### src/rtl/ps2_pkg.sv
// Shared PS/2 scancode types and constants.
// Used by the scancode FIFO controller (optional PS2_TYPEMATIC_FILTER_EN).
package ps2_pkg;

    localparam int PS2_CODE_W  = 10;
    localparam int PS2_EXT_BIT = 9;
    localparam int PS2_BRK_BIT = 8;

    localparam logic [7:0] PS2_E0 = 8'hE0;
    localparam logic [7:0] PS2_F0 = 8'hF0;

    typedef struct packed {
        logic       ext;
        logic       brk;
        logic [7:0] key;
    } ps2_code_t;

    function automatic logic [8:0] ps2_make_id(input ps2_code_t c);
        return {c.ext, c.key};
    endfunction

endpackage

### src/rtl/ps2_scan_fifo_ctrl_if.sv
// Receiver/CPU-side bundle of the PS/2 scancode FIFO controller.
// The master drives codes and strobes; the slave reports FIFO status.
interface ps2_scan_fifo_ctrl_if #(
    parameter int AW     = 3,
    parameter int CODE_W = 10
);
    logic              code_valid;
    logic [CODE_W-1:0] code_in;
    logic              rd;
    logic              clr_ovf;
    logic              ready;
    logic [31:0]       scancode;
    logic [AW:0]       count;
    logic              ovf;

    modport master (
        output code_valid, code_in, rd, clr_ovf,
        input  ready, scancode, count, ovf
    );

    modport slave (
        input  code_valid, code_in, rd, clr_ovf,
        output ready, scancode, count, ovf
    );
endinterface

### src/rtl/ps2_sync_fifo.sv
// Single-clock FIFO: storage, pointers, fill count, full/empty.
// Caller guarantees push is never asserted while full without a pop.
module ps2_sync_fifo #(
    parameter int DEPTH  = 8,
    parameter int AW     = 3,
    parameter int CODE_W = 10
) (
    input  logic              clk,
    input  logic              rst,
    input  logic              push,
    input  logic              pop,
    input  logic [CODE_W-1:0] din,
    output logic [CODE_W-1:0] dout,
    output logic [AW:0]       count,
    output logic              full,
    output logic              empty
);

    logic [CODE_W-1:0] mem [DEPTH];
    logic [AW-1:0]     wr_ptr;
    logic [AW-1:0]     rd_ptr;

    assign full  = (count == (AW+1)'(DEPTH));
    assign empty = (count == '0);
    assign dout  = mem[rd_ptr];

    // Storage needs no reset; empty gates the head downstream.
    always_ff @(posedge clk) begin
        if (push)
            mem[wr_ptr] <= din;
    end

    always_ff @(posedge clk or posedge rst) begin
        if (rst) begin
            wr_ptr <= '0;
            rd_ptr <= '0;
            count  <= '0;
        end else begin
            if (push)
                wr_ptr <= wr_ptr + 1'b1;
            if (pop)
                rd_ptr <= rd_ptr + 1'b1;
            if (push && !pop)
                count <= count + 1'b1;
            else if (pop && !push)
                count <= count - 1'b1;
        end
    end

endmodule

### src/rtl/ps2_scan_fifo_ctrl.sv
// PS/2 scancode FIFO with rd edge-detect pop, sticky overflow and status word.
// Define PS2_TYPEMATIC_FILTER_EN to drop repeated make codes.
import ps2_pkg::*;

module ps2_scan_fifo_ctrl #(
    parameter int DEPTH  = 8,
    parameter int AW     = 3,
    parameter int CODE_W = PS2_CODE_W
) (
    input logic                 clk,
    input logic                 rst,
    ps2_scan_fifo_ctrl_if.slave bus
);

    logic              rd_q;
    logic              ovf_q;
    logic              full;
    logic              empty;
    logic              pop;
    logic              push;
    logic              cand;
    logic              drop;
    logic [CODE_W-1:0] head;
    logic [AW:0]       cnt;

`ifdef PS2_TYPEMATIC_FILTER_EN
    ps2_code_t  code;
    logic       last_vld;
    logic [8:0] last_make;

    assign code = bus.code_in[PS2_CODE_W-1:0];
    assign drop = !code.brk && last_vld
               && (last_make == ps2_make_id(code));

    // A break ends the typematic run so the next make is accepted.
    always_ff @(posedge clk or posedge rst) begin
        if (rst) begin
            last_vld  <= 1'b0;
            last_make <= '0;
        end else if (bus.code_valid) begin
            if (code.brk) begin
                last_vld <= 1'b0;
            end else if (!drop) begin
                last_make <= ps2_make_id(code);
                last_vld  <= 1'b1;
            end
        end
    end
`else
    assign drop = 1'b0;
`endif

    assign cand = bus.code_valid && !drop;
    assign pop  = bus.rd && !rd_q && !empty;
    assign push = cand && (!full || pop);

    ps2_sync_fifo #(
        .DEPTH  (DEPTH),
        .AW     (AW),
        .CODE_W (CODE_W)
    ) u_fifo (
        .clk   (clk),
        .rst   (rst),
        .push  (push),
        .pop   (pop),
        .din   (bus.code_in),
        .dout  (head),
        .count (cnt),
        .full  (full),
        .empty (empty)
    );

    // A new overflow outranks a clear in the same cycle.
    always_ff @(posedge clk or posedge rst) begin
        if (rst) begin
            rd_q  <= 1'b0;
            ovf_q <= 1'b0;
        end else begin
            rd_q <= bus.rd;
            if (cand && full && !pop)
                ovf_q <= 1'b1;
            else if (bus.clr_ovf)
                ovf_q <= 1'b0;
        end
    end

    assign bus.ready    = !empty;
    assign bus.count    = cnt;
    assign bus.ovf      = ovf_q;
    assign bus.scancode = {ovf_q, 20'b0, !empty,
                           empty ? {CODE_W{1'b0}} : head};

endmodule
### src/flat_wrapper.sv
// flat-port wrapper written by rule: the top's interface ports become plain ports
module ps2_scan_fifo_ctrl_flat 
#(
    parameter int DEPTH  = 8,
    parameter int AW     = 3,
    parameter int CODE_W = PS2_CODE_W
)
  (clk, rst, bus_code_valid, bus_code_in, bus_rd, bus_clr_ovf, bus_ready, bus_scancode, bus_count, bus_ovf);
  ps2_scan_fifo_ctrl_if #(.AW(AW), .CODE_W(CODE_W)) bus_i ();
  input logic clk;
  input logic rst;
  input wire logic [$bits(bus_i.code_valid)-1:0] bus_code_valid;
  input wire logic [$bits(bus_i.code_in)-1:0] bus_code_in;
  input wire logic [$bits(bus_i.rd)-1:0] bus_rd;
  input wire logic [$bits(bus_i.clr_ovf)-1:0] bus_clr_ovf;
  output wire logic [$bits(bus_i.ready)-1:0] bus_ready;
  output wire logic [$bits(bus_i.scancode)-1:0] bus_scancode;
  output wire logic [$bits(bus_i.count)-1:0] bus_count;
  output wire logic [$bits(bus_i.ovf)-1:0] bus_ovf;
  assign bus_i.code_valid = bus_code_valid;
  assign bus_i.code_in = bus_code_in;
  assign bus_i.rd = bus_rd;
  assign bus_i.clr_ovf = bus_clr_ovf;
  assign bus_ready = bus_i.ready;
  assign bus_scancode = bus_i.scancode;
  assign bus_count = bus_i.count;
  assign bus_ovf = bus_i.ovf;
  ps2_scan_fifo_ctrl #(.DEPTH(DEPTH), .AW(AW), .CODE_W(CODE_W)) u_core (.clk(clk), .rst(rst), .bus(bus_i));
endmodule
### config.mk
export PLATFORM = sky130hd
export DESIGN_NAME = ps2_scan_fifo_ctrl_flat
export DESIGN_NICKNAME = d
export VERILOG_FILES = /design/src/rtl/ps2_pkg.sv /design/src/rtl/ps2_scan_fifo_ctrl_if.sv /design/src/rtl/ps2_sync_fifo.sv /design/src/rtl/ps2_scan_fifo_ctrl.sv /design/src/flat_wrapper.sv
export SDC_FILE = /design/constraint.sdc
export NUM_CORES = 1
export LEC_CHECK = 0
export ABC_AREA = 0
export BUFFER_PORTS_ARGS = -buffer_cell sky130_fd_sc_hd__buf_2
export CORE_MARGIN = 2
export CORE_UTILIZATION = 35
export CTS_CLUSTER_DIAMETER = 80
export DETAILED_ROUTE_END_ITERATION = 8
export PLACE_DENSITY = 0.59
export SYNTH_ARGS = -nofsm -noshare
export SYNTH_HDL_FRONTEND = slang
export SYNTH_SLANG_ARGS = --single-unit
### constraint.sdc
create_clock -name clk -period 5.6 [get_ports clk]
set_input_delay 0.56 -clock clk [delete_from_list [all_inputs] [get_ports clk]]
set_output_delay 0.56 -clock clk [all_outputs]
set_load 0.05 [all_outputs]
== Yosys cells after proc, flatten, opt, wreduce, memory -nomap -nowiden ==
Memories as Yosys holds them, arrays and structs flattened.
Index checks and enable logic that the tools add are counted.

* Add/subtract/negate cells: 4
* Eq/ne operators: 1
* Muxes and demuxes: 7
* Reductions and logical operators: 16

{| class="wikitable"
|+ Operators with widths
! operator !! count
|-
| $mux W10 || 1
|-
| $mux W4 || 2
|-
| $logic_and A1 B1 Y1 || 7
|-
| $add A3 B1 Y3 const B || 2
|-
| $logic_not A1 Y1 || 5
|-
| $add A4 B1 Y4 const B || 1
|-
| $eq A4 B4 Y1 const B || 1
|-
| $logic_not A4 Y1 || 1
|-
| $mux W1 || 4
|-
| $reduce_bool A2 Y1 || 2
|-
| $sub A4 B1 Y4 const B || 1
|-
| $logic_or A1 B1 Y1 || 1
|}

* Register bits: 12
* Memory bits (writable): 80
* Input bits: 15
* Output and inout bits: 38
* Word-level logic and storage cells: 34
* Memories: 1

{| class="wikitable"
|+ Memories
! memory !! words !! width !! rd ports !! clocked after memory_dff !! write ports !! line !! source
|-
| u_core.u_fifo.mem || 8 || 10 || 1 || 0 || 1 || ps2_sync_fifo.sv:19 || <nowiki>logic [CODE_W-1:0] mem [DEPTH];</nowiki>
|}

== Longest topological paths before layout ==
Gate-level depths: netlist (run 1).

* Depth after elaboration: 9
* Mapped depth: 9
* Depth with buffers taken out: 9

== Hierarchy ==
A second synthesis (run 1) with hierarchy kept.

* Cell total of the unflattened synthesis: 220
* Area total of the unflattened synthesis: 4018.9 um2

{| class="wikitable"
|+ By module, submodules not included
! module !! instances !! cells each !! area each (um2) !! seq. area each (um2)
|-
| ps2_sync_fifo || 1 || 176 || 3686.0 || 2652.5
|-
| ps2_scan_fifo_ctrl || 1 || 44 || 332.8 || 50.0
|}

== Worst setup path before layout (run 1) ==
OpenSTA, ideal clock, no wires.

* Path type: reg-to-reg
* From: register u_core.u_fifo.count[0]
* To: register u_core.u_fifo.count[3]
* Setup time: 0.131 ns
* Data arrival time: 2.877 ns
* Data required time: 5.469 ns
* Path slack: 2.592 ns
* Stages on the path, launching flop included: 10
* Path through: dfrtp_1 > or4_4 > and2_4 > inv_1 > ha_1 > inv_1 > ha_1 > or4_1 > nand3_1 > o211ai_1

* Longest elaborated chain between the ends: 8

{| class="wikitable"
|+ RTL lines
! what !! line !! source
|-
| start: declaration || ps2_sync_fifo.sv:14 || <nowiki>output logic [AW:0] count,</nowiki>
|-
| start signal: assignment || ps2_sync_fifo.sv:44 || <nowiki>count <= count + 1'b1;</nowiki>
|-
| start signal: assignment || ps2_sync_fifo.sv:46 || <nowiki>count <= count - 1'b1;</nowiki>
|-
| $logic_not A4 Y1 * || ps2_sync_fifo.sv:24 || <nowiki>assign empty = (count == '0);</nowiki>
|-
| $logic_not A1 Y1 * || n/a ||
|-
| named net bus_ready || flat_wrapper.sv:16 || <nowiki>output wire logic [$bits(bus_i.ready)-1:0] bus_ready;</nowiki>
|-
| $logic_and A1 B1 Y1 * || ps2_scan_fifo_ctrl.sv:54 || <nowiki>assign pop = bus.rd && !rd_q && !empty;</nowiki>
|-
| $logic_or A1 B1 Y1 || ps2_scan_fifo_ctrl.sv:55 || <nowiki>assign push = cand && (!full || pop);</nowiki>
|-
| $logic_and A1 B1 Y1 || ps2_scan_fifo_ctrl.sv:55 ||
|-
| $logic_not A1 Y1 || ps2_sync_fifo.sv:45 || <nowiki>else if (pop && !push)</nowiki>
|-
| $logic_and A1 B1 Y1 || ps2_sync_fifo.sv:45 ||
|-
| $reduce_bool A2 Y1 (no source line) || n/a ||
|}

Mark *: on every way through the listed nets, which the timed path passes. The rest lies on a longest branch. The select of a mux whose other input is x is not followed.
A chain may end at the register's enable or synchronous reset.

== Worst setup path after layout (run 1) ==
* From: register u_core.u_fifo.count[0]
* To: output bus_scancode[1]

* Longest elaborated chain between the ends: 2

{| class="wikitable"
|+ RTL lines
! what !! line !! source
|-
| $logic_not A4 Y1 || ps2_sync_fifo.sv:24 ||
|-
| $mux W10 || ps2_scan_fifo_ctrl.sv:91 || <nowiki>empty ? {CODE_W{1'b0}} : head};</nowiki>
|-
| end: declaration || flat_wrapper.sv:17 || <nowiki>output wire logic [$bits(bus_i.scancode)-1:0] bus_scancode;</nowiki>
|}

Every way passes these cells.

==> flow_metrics.tcl, run 1 <==
set metrics [dict create \
    detail_route.wirelength_um 6922 \
    power.total_uw 2540 \
    post_synthesis_sequential_area_ratio 0.6939 \
    synth-async-reset-ratio 0.1304 \
    rrSetupSlack_ns 2.77 \
    multi_input_comb_area_sq_um 1032 \
    share_comb_of_total_power 0.400 \
    worstPathRequired_ns 5.04 \
    grt_pass1_wl_um 10780 \
    sw_frac_of_total 0.3921 \
    drtAntennaViolNets 0 \
    critPathLaunch "u_core.u_fifo.count[0]$_DFFE_PP0P_" \
    netlist.top_cell.by_area "edfxtp_1" \
    cts_tree "built" \
    row_count 38 \
    grt_start_max_net_pins 23 \
    crit_chain "or4_4 > nor2b_1 > a22o_1 > buf_2" \
    vdd_drop_max_mv 0.2372 \
    grt_setup_unrepaired "false" \
    postCtsSetupBuffers 0 \
    htreeDepth 3 \
    synthesis.instances 212 \
    numClockSinks 92 \
    final-seq-area_sq_um 2703 \
    numPortBuffers 32 \
    hold_path.class "in2async" \
    numCtsBuffers 9 \
    relSlewSlack 0.1987 \
    finalSetupViolCount 0 \
    master_of_the_slowest_instance_on_the_critical_path "nor2b_1" \
    die_height_um 109.5 \
    final.period_utilization 0.5453 \
    floorplan.initialDensity 0.3593 \
    internal_power_uw 1544 \
    cts.path.max_buffers 2 \
    synthesis.yosys.warnings 0 \
    firstDrtPassIters 4 \
    antenna-diode-count 0 \
    yosysUniqueCellTypes 35 \
    gp_congestion 0.7192 \
    end_kind "output port" \
    library_cell_used_as_clock_root_buffer "clkbuf_8" \
    p_leak_uw 0.001558 \
    period_needed_ns 3.054 \
    max_stage_delay_ns 0.89 \
    final-hold-violation-count 0 \
    timing.reg2reg.worst_path_depth 9 \
    p_switching_uw 995.8 \
    drive_gt1_frac 0.3191 \
    clock_insertion_delay_worst_skew_ns 0.35 \
    timing.critical_path.fanout_max 10 \
    routed-via-count 1900 \
    max_cap_viol_count 0 \
    core_sq_um 10840 \
    dieWidth_um 109.5 \
    global_route.overflow_total 0 \
    post_synth.cell_area_avg_sq_um 18.37 \
    yosys-top-cells-count "80 x edfxtp_1, 22 x buf_4, 20 x mux4_2, 12 x dfrtp_1, 10 x a22o_1" \
    highest-signal-layer "met4" \
    holdBufCountCts 0 \
    dominantRegCellSynth "edfxtp_1" \
    via_count_of_the_first_global_routing_pass 1943 \
    power_per_cell_area_nw_per_um2 578.3 \
    finalNetCount 273 \
    most_frequently_used_cell_type_in_the_post_synthesis_netlist "edfxtp_1" \
    critPathArrivalTime_ns 2.49 \
    timing_worst_slew_pin_value_ns 1.198 \
    achievable-frequency_ghz 0.3275 \
    timing.rr.end "u_core.u_fifo.count[3]$_DFFE_PP0P_" \
    wl_per_cell_um 17.44 \
    worst_r2r_startpoint "u_core.u_fifo.count[0]$_DFFE_PP0P_" \
    path_clk_slew_ns 0.09 \
    synth_seq_cells 92 \
    number_of_enable_type_register_cells_in_the_synthesized_netlist 80 \
    wl_met2_um 3426 \
    detail_route.drc_violations 0 \
    grtUsageTotal 0.1266 \
    synth_top_cells_by_area "edfxtp_1 62%, mux4_2 12%, dfrtp_1 7.7%, buf_4 4.2%, a22o_1 2.2%" \
    crit_path_start_kind "flop" \
    met3WireLength_um 233 \
    detailedRoute.firstIterationViolations 53 \
    status "finished, final reports clean" \
    fillers 987 \
    viasPerCell 4.786 \
    area_growth_syn_to_layout_pct 12.75 \
    cts_resized 0 \
    total_neg_setup_slack_ns 0 \
    antenna_found_initial 0 \
    p_clk_frac 0.212 \
    timing_worst_setup_path_type "reg2out" \
    skew_ns 0.007483 \
    synth.top_cell.area_share 0.6168 \
    m1WireLength_um 3182 \
    timing.final.max_slew_violations 0 \
    io_pins 53 \
    worstSetupEndpoint "bus_scancode[1]" \
    power_frac_seq 0.389 \
    post_detail_place_hpwl_um 4365 \
    mappedNetlistArea_sq_um 3895 \
    design.die.area_sq_um 11990 \
]
## cell type report
| class | instances | share of cell area |
|---|---|---|
| multi-input cells | 104 | 0.2350 |
| well taps | 140 | 0.03989 |
| clock inverters | 6 | 0.02707 |
| repair buffers | 39 | 0.04843 |
| flip-flops and latches | 92 | 0.6154 |
| inverters | 6 | 0.005128 |
| clock buffers | 10 | 0.02906 |
## through the flow
step,utilization,hold WS (ns),instance area (sq um),setup slack [ns],instances
final,0.4051,0.2030,4392,2.546,397
after global routing,0.4051,0.2491,4392,2.358,397
after CTS,0.4051,0.2148,4392,2.462,397
after detailed placement,0.3824,0.4937,4145,2.791,381
after global placement,0.3824,0.4807,4145,2.813,381
after floorplan,-,0.4247,3966,2.592,231
## placed cells by master (no fill, tap or decap), types with 3 or more instances in the layout
cell       count
edfxtp_1      80
buf_2         32
mux4_2        20
conb_1        20
dfrtp_1       12
a22o_1        10
clkbuf_8       9
nor3_1         7
buf_4          7
inv_1          6
xnor2_1        5
nand3_1        5
ha_1           5
mux2_2         3
nand2_1        3
bufinv_16      3
## routing by layer
| layer | up-vias | global-route usage |
|---|---|---|
| li1 | 879 | - |
| met3 | 7 | 0.02727 |
| met4 | 0 | 0.04882 |
| met2 | 46 | 0.2041 |
| met1 | 968 | 0.1682 |
| met5 | - | 0 |
## cells by family after synthesis
group,Yosys count,share of synthesized area
adder cells (fa/ha/maj),6,0.02120
flip-flops,92,0.6939
AND/OR/NAND/NOR,28,0.04337
AO/OA/AOI/OAI,20,0.04080
multiplexers,24,0.1269
XOR/XNOR,6,0.01349
other,1,0.0009628
buffers and inverters,35,0.05943
## power by group through the flow
stage	Clock, uW	Combinational (uW)	Sequential [uW]
after global placement	0	1030	1000
after floorplan	0	824	1000
after CTS	551	1030	990
after global routing	578	1090	1010
final	538	1010	987
after detailed placement	0	1030	1010
## state kept, by name, summed over array words and instances (netlist names)
register              count
u_core.bus.ovf            1
u_core.u_fifo.rd_ptr      3
u_core.u_fifo.count       4
u_core.u_fifo.wr_ptr      3
u_core.u_fifo.mem        80
u_core.rd_q               1
## how the worst min path moves through the flow
stage	from	endpoint	slack [ns]
detailed placement	u_core.u_fifo.rd_ptr[2]$_DFFE_PP0N_	u_core.u_fifo.rd_ptr[2]$_DFFE_PP0N_	0.49
finish	rst	u_core.u_fifo.count[2]$_DFFE_PP0P_	0.20
floorplan	rst	u_core.bus.ovf$_DFFE_PP0P_	0.42
global route	rst	u_core.u_fifo.count[3]$_DFFE_PP0P_	0.25
global placement	u_core.u_fifo.rd_ptr[2]$_DFFE_PP0N_	u_core.u_fifo.rd_ptr[2]$_DFFE_PP0N_	0.48
CTS	rst	u_core.u_fifo.count[1]$_DFFE_PP0P_	0.21
## critical path, delay by kind of cell (launching register included)
kind	cells	cell delay [ns]
buffers and inverters	1	0.27
and+or+nand+nor	2	1.10
AOI/OAI and AO/OA	1	0.27
DFF	1	0.49
Power figures use the tool's default switching activity.
==> run 2, diff against run 1 <==
PLACE_DENSITY = 0.61   (was 0.59)
clock period = 2.6 ns   (was 5.6 ns; I/O delays follow)
==> flow_metrics.tcl, run 2 (synthesis gave the netlist of run 1 again) <==
set metrics [dict create \
    grtUsageTotal 0.1260 \
    largest_register_ff_count 80 \
    timing.critical_path.fanout_max 7 \
    worst_r2r_startpoint "u_core.u_fifo.count[0]$_DFFE_PP0P_" \
    clock_insertion_delay_worst_skew_ns 0.36 \
    skew_ns 0.01209 \
    worstHoldEndpoint "u_core.bus.ovf$_DFFE_PP0P_" \
    wl_per_cell_um 17.29 \
    io_pins 53 \
    detailedRoute.firstIterationViolations 117 \
    p_leak_uw 0.001573 \
    timing.hold.worst_path_depth 2 \
    worstPathRequired_ns 2.88 \
    timing.reg2reg.worst_path_depth 9 \
    routed-via-count 1918 \
    finalSetupViolCount 0 \
    final-hold-violation-count 0 \
    final.period_utilization 0.9540 \
    vdd_drop_max_mv 0.6266 \
    regMostFlops "u_core.u_fifo.mem" \
    timing.rr.end "u_core.u_fifo.count[3]$_DFFE_PP0P_" \
    cts.path.max_buffers 2 \
    area_growth_syn_to_layout_pct 14.36 \
    grt_setup_unrepaired "false" \
    timing.final.max_slew_violations 0 \
    hold_path.class "in2reg" \
    hold_start "bus_clr_ovf" \
    timing_worst_slew_pin_value_ns 1.145 \
    status "finished, final reports clean" \
    largest_registers "u_core.u_fifo.mem x80, u_core.u_fifo.count x4" \
    power_per_cell_area_nw_per_um2 1213 \
    crit_path_start_kind "flop" \
    gp_congestion 0.7480 \
    dieWidth_um 109.5 \
    detail_route.wirelength_um 7002 \
    viasPerCell 4.736 \
    fillers 1003 \
    relSlewSlack 0.2337 \
    achievable-frequency_ghz 0.4031 \
    grt_start_max_net_pins 17 \
    critPathArrivalTime_ns 2.76 \
    timing_worst_setup_path_type "reg2reg" \
    floorplan.initialDensity 0.3593 \
    master_of_the_slowest_instance_on_the_critical_path "or4_4" \
    place_worst_setup_slack_ns 0.1410 \
    drtAntennaViolNets 0 \
    antenna_found_initial 0 \
    period_needed_ns 2.480 \
    firstDrtPassIters 4 \
    end_kind "flop" \
    postCtsSetupBuffers 0 \
    most-common-layout-cells "80 x edfxtp_1, 32 x buf_2, 20 x mux4_2, 20 x conb_1, 12 x buf_4" \
    post_detail_place_hpwl_um 4464 \
    crit_chain "or4_4 > and2_4 > inv_2 > ha_4 > inv_4 > ha_4 > a21oi_1 > a2111o_1 > o211ai_1" \
    cts_tree "built" \
    rrSetupSlack_ns 0.12 \
    numPortBuffers 32 \
    grt_pass1_wl_um 10690 \
    multi_input_comb_area_sq_um 1057 \
    htreeDepth 3 \
    layout.cells.most_common "edfxtp_1" \
    path_clk_slew_ns 0.09 \
    total_neg_setup_slack_ns 0 \
    power.total_uw 5405 \
    numCtsBuffers 9 \
    finalNetCount 281 \
    hold-worst-slack_ns 0.07886 \
    design.die.area_sq_um 11990 \
    fin_ws_ns 0.1195 \
    final-seq-area_sq_um 2708 \
    cp_dominant_cell_by_count "ha_4" \
    max_cap_viol_count 0 \
    library_cell_used_as_clock_root_buffer "clkbuf_8" \
    detail_route.drc_violations 0 \
    die_height_um 109.5 \
    core_sq_um 10840 \
    via_count_of_the_first_global_routing_pass 1929 \
    global_route.overflow_total 0 \
    row_count 38 \
    antenna-diode-count 0 \
    drive_gt1_frac 0.3585 \
    max_stage_delay_ns 0.56 \
    numClockSinks 92 \
]
run 2: worst max-delay path by stage:
stage | depth (start not counted) | end | from | slack [ns]
final | 9 | u_core.u_fifo.count[3]$_DFFE_PP0P_ | u_core.u_fifo.count[0]$_DFFE_PP0P_ | 0.12
after detailed placement | 9 | u_core.u_fifo.count[3]$_DFFE_PP0P_ | u_core.u_fifo.count[0]$_DFFE_PP0P_ | 0.14
after CTS | 9 | u_core.u_fifo.count[3]$_DFFE_PP0P_ | u_core.u_fifo.count[0]$_DFFE_PP0P_ | 0.13
after global placement | 9 | u_core.u_fifo.count[3]$_DFFE_PP0P_ | u_core.u_fifo.count[0]$_DFFE_PP0P_ | 0.18
after global routing | 9 | u_core.u_fifo.count[3]$_DFFE_PP0P_ | u_core.u_fifo.count[0]$_DFFE_PP0P_ | 0.02
after floorplan | 8 | u_core.u_fifo.count[3]$_DFFE_PP0P_ | u_core.u_fifo.count[1]$_DFFE_PP0P_ | -0.02
run 2: repair_timing:
action,CTS,global route
endpoints found under the setup margin,0,0
hold buffers,2,0
resized for setup,0,0
hold endpoints to repair,13,0
run 2: critical path: cells and delay by family, from the launching register on:
family	cells	cell delay, ns
adders and majority gates	2	0.45
AOI/OAI and AO/OA	3	0.60
and+or+nand+nor	2	0.74
DFF	1	0.47
buffers and inverters	2	0.13
run 2: routing by layer:
layer	track usage	up-vias	share of wire
li1	-	896	-
met2	0.2050	46	0.51
met4	0.05967	0	0.012
met3	0.03023	7	0.042
met1	0.1589	969	0.44
met5	0	-	0
run 2: final cells by class:
| class | instances | area share |
|---|---|---|
| inverters | 6 | 0.005618 |
| repair buffers | 47 | 0.06517 |
| well taps | 140 | 0.03933 |
| clock buffers | 10 | 0.02865 |
| clock inverters | 6 | 0.01601 |
| flip-flops and latches | 92 | 0.6079 |
| multi-input cells | 104 | 0.2374 |
run 2: per-stage QoR:
step	cell area, sq um	std cells	utilization
4_1_cts	4454	405	0.4109
3_3_place_gp	4235	387	0.3907
5_1_grt	4454	405	0.4109
3_5_place_dp	4235	387	0.3907
2_1_floorplan	4009	231	-
6_report	4454	405	0.4109
run 2: power breakdown:
part	internal [uW]	leakage (uW)	switching, uW
sequential	1890	0.000866	174
clock	455	0.000100	515
combinational	883	0.000607	1490
==> run 3, diff against run 2 <==
CELL_PAD_IN_SITES_DETAIL_PLACEMENT = 0   (was default)
CELL_PAD_IN_SITES_GLOBAL_PLACEMENT = 1   (was default)
PLACE_DENSITY = 0.68   (was 0.61)
RECOVER_POWER = 100   (was default)
==> flow_metrics.tcl, run 3 (synthesis gave the netlist of run 1 again) <==
set metrics [dict create \
    cts_tree "built" \
    firstDrtPassIters 4 \
    grtUsageTotal 0.1257 \
    place_area_sq_um 4223 \
    routed-via-count 1932 \
    gp_congestion 0.7266 \
    utilization 0.4017 \
    period_needed_ns 2.475 \
    crit_path_start_kind "flop" \
    vdd_drop_max_mv 0.4018 \
    detailedRoute.firstIterationViolations 67 \
    path_clk_slew_ns 0.08 \
    relSlewSlack 0.2435 \
    global_route.overflow_total 0 \
    largest_registers "u_core.u_fifo.mem x80, u_core.u_fifo.count x4" \
    layout.cells.most_common "edfxtp_1" \
    io_pins 53 \
    die_height_um 109.5 \
    final-hold-violation-count 0 \
    critPathArrivalTime_ns 2.71 \
    timing_worst_slew_pin_value_ns 1.131 \
    wl_per_cell_um 17.14 \
    dieWidth_um 109.5 \
    achievable-frequency_ghz 0.4040 \
    max_cap_viol_count 0 \
    area_growth_syn_to_layout_pct 11.79 \
    cts_resized 0 \
    core_sq_um 10840 \
    finalNetCount 280 \
    finish.cell_count_without_fillers 404 \
    status "finished, final reports clean" \
    power_per_cell_area_nw_per_um2 1197 \
    via_count_of_the_first_global_routing_pass 1939 \
    numCtsBuffers 9 \
    crit_chain "or4b_4 > o21ai_2 > inv_1 > ha_4 > inv_4 > ha_4 > or4_1 > nand3_1 > o211ai_1" \
    grt_setup_unrepaired "false" \
    numClockSinks 92 \
    detail_route.wirelength_um 6925 \
    most-common-layout-cells "80 x edfxtp_1, 24 x clkbuf_1, 20 x mux4_2, 20 x conb_1, 13 x clkbuf_2" \
    largest_register_ff_count 80 \
    timing.final.max_slew_violations 0 \
    finalInstanceArea_sq_um 4354 \
    post_detail_place_hpwl_um 4278 \
    drive_gt1_frac 0.2689 \
    power.total_uw 5212 \
    grt_pass1_wl_um 10600 \
    regMostFlops "u_core.u_fifo.mem" \
    hold_path.class "in2reg" \
    skew_ns 0.008282 \
    clock_insertion_delay_worst_skew_ns 0.36 \
    finalSetupViolCount 0 \
    antenna-diode-count 0 \
    cts.path.max_buffers 2 \
    floorplan.initialDensity 0.3593 \
    htreeDepth 3 \
    timing_worst_setup_path_type "reg2reg" \
    drtAntennaViolNets 0 \
    row_count 38 \
    detail_route.drc_violations 0 \
    worstPathRequired_ns 2.83 \
    numPortBuffers 32 \
    library_cell_used_as_clock_root_buffer "clkbuf_8" \
    final.period_utilization 0.9520 \
    placedCellCount 387 \
    end_kind "flop" \
    antenna_found_initial 0 \
    viasPerCell 4.782 \
    master_of_the_slowest_instance_on_the_critical_path "or4b_4" \
    cp_dominant_cell_by_count "ha_4" \
    total_neg_setup_slack_ns 0 \
    grt_start_max_net_pins 21 \
    max_stage_delay_ns 0.59 \
    fillers 996 \
    p_leak_uw 0.001482 \
    design.die.area_sq_um 11990 \
    timing.critical_path.fanout_max 7 \
]
## run 3: changes by cell type in the layout (fill, tap and decap cells not counted), moves of 2 or more
| cell | before | now |
|---|---|---|
| buf_4 | 12 | 5 |
| inv_6 | 1 | 3 |
| clkbuf_2 | 0 | 13 |
| buf_2 | 32 | 4 |
| clkbuf_1 | 1 | 24 |
## run 3: area by class of cell
class	count	area, sq um	area share
Clock buffer	10	127.6	0.02931
Timing Repair Buffer	46	219.0	0.05029
Tap cell	140	175.2	0.04023
Sequential cell	92	2706	0.6216
Inverter	6	25.02	0.005747
Multi-Input combinational cell	104	1057	0.2428
Clock inverter	6	43.79	0.01006
## run 3: layer usage
metal  GRT usage  wire length [um]
met5           0                 0
met4     0.06781               129
met3     0.02490               245
met2      0.2086              3532
met1      0.1548              3018
## run 3: metrics by stage
stage / worst slack [ns] / hold slack (ns)
after global placement: 0.1833 / 0.3035
final: 0.1248 / 0.02622
after global routing: 0.009369 / 0.006486
after CTS: 0.1025 / 0.007640
after detailed placement: 0.1268 / 0.3118
after floorplan: -0.01929 / 0.1244
## run 3: critical path, delay by kind of cell (launching register included)
| family | cells | cell delay (ns) |
|---|---|---|
| adders and majority gates | 2 | 0.41 |
| DFF | 1 | 0.47 |
| and+or+nand+nor | 3 | 1.10 |
| buffers and inverters | 2 | 0.16 |
| AOI/OAI and AO/OA | 2 | 0.22 |
## run 3: final timing paths
check | slack (ns) | end | cells after the start | start
min in group asynchronous | 0.47 | u_core.u_fifo.count[2]$_DFFE_PP0P_ | 3 | rst
max in group asynchronous | 1.78 | u_core.u_fifo.count[1]$_DFFE_PP0P_ | 3 | rst
min | 0.03 | u_core.rd_q$_DFF_PP0_ | 1 | bus_rd
min reg2reg | 0.51 | u_core.u_fifo.rd_ptr[2]$_DFFE_PP0N_ | 1 | u_core.u_fifo.rd_ptr[2]$_DFFE_PP0N_
max | 0.12 | u_core.u_fifo.count[3]$_DFFE_PP0P_ | 9 | u_core.u_fifo.count[0]$_DFFE_PP0P_
max reg2reg | 0.12 | u_core.u_fifo.count[3]$_DFFE_PP0P_ | 9 | u_core.u_fifo.count[0]$_DFFE_PP0P_
## run 3: timing repair
item,4_1_cts,5_1_grt
hold buffers,1,0
hold endpoints to repair,12,0
buffers inserted,0,0
## run 3: report_power, final
| group | internal, uW | switching [uW] | leakage [uW] | total, uW |
|---|---|---|---|---|
| clock | 355 | 499 | 0.0000891 | 854 |
| sequential | 1890 | 149 | 0.000867 | 2040 |
| combinational | 818 | 1500 | 0.000526 | 2320 |
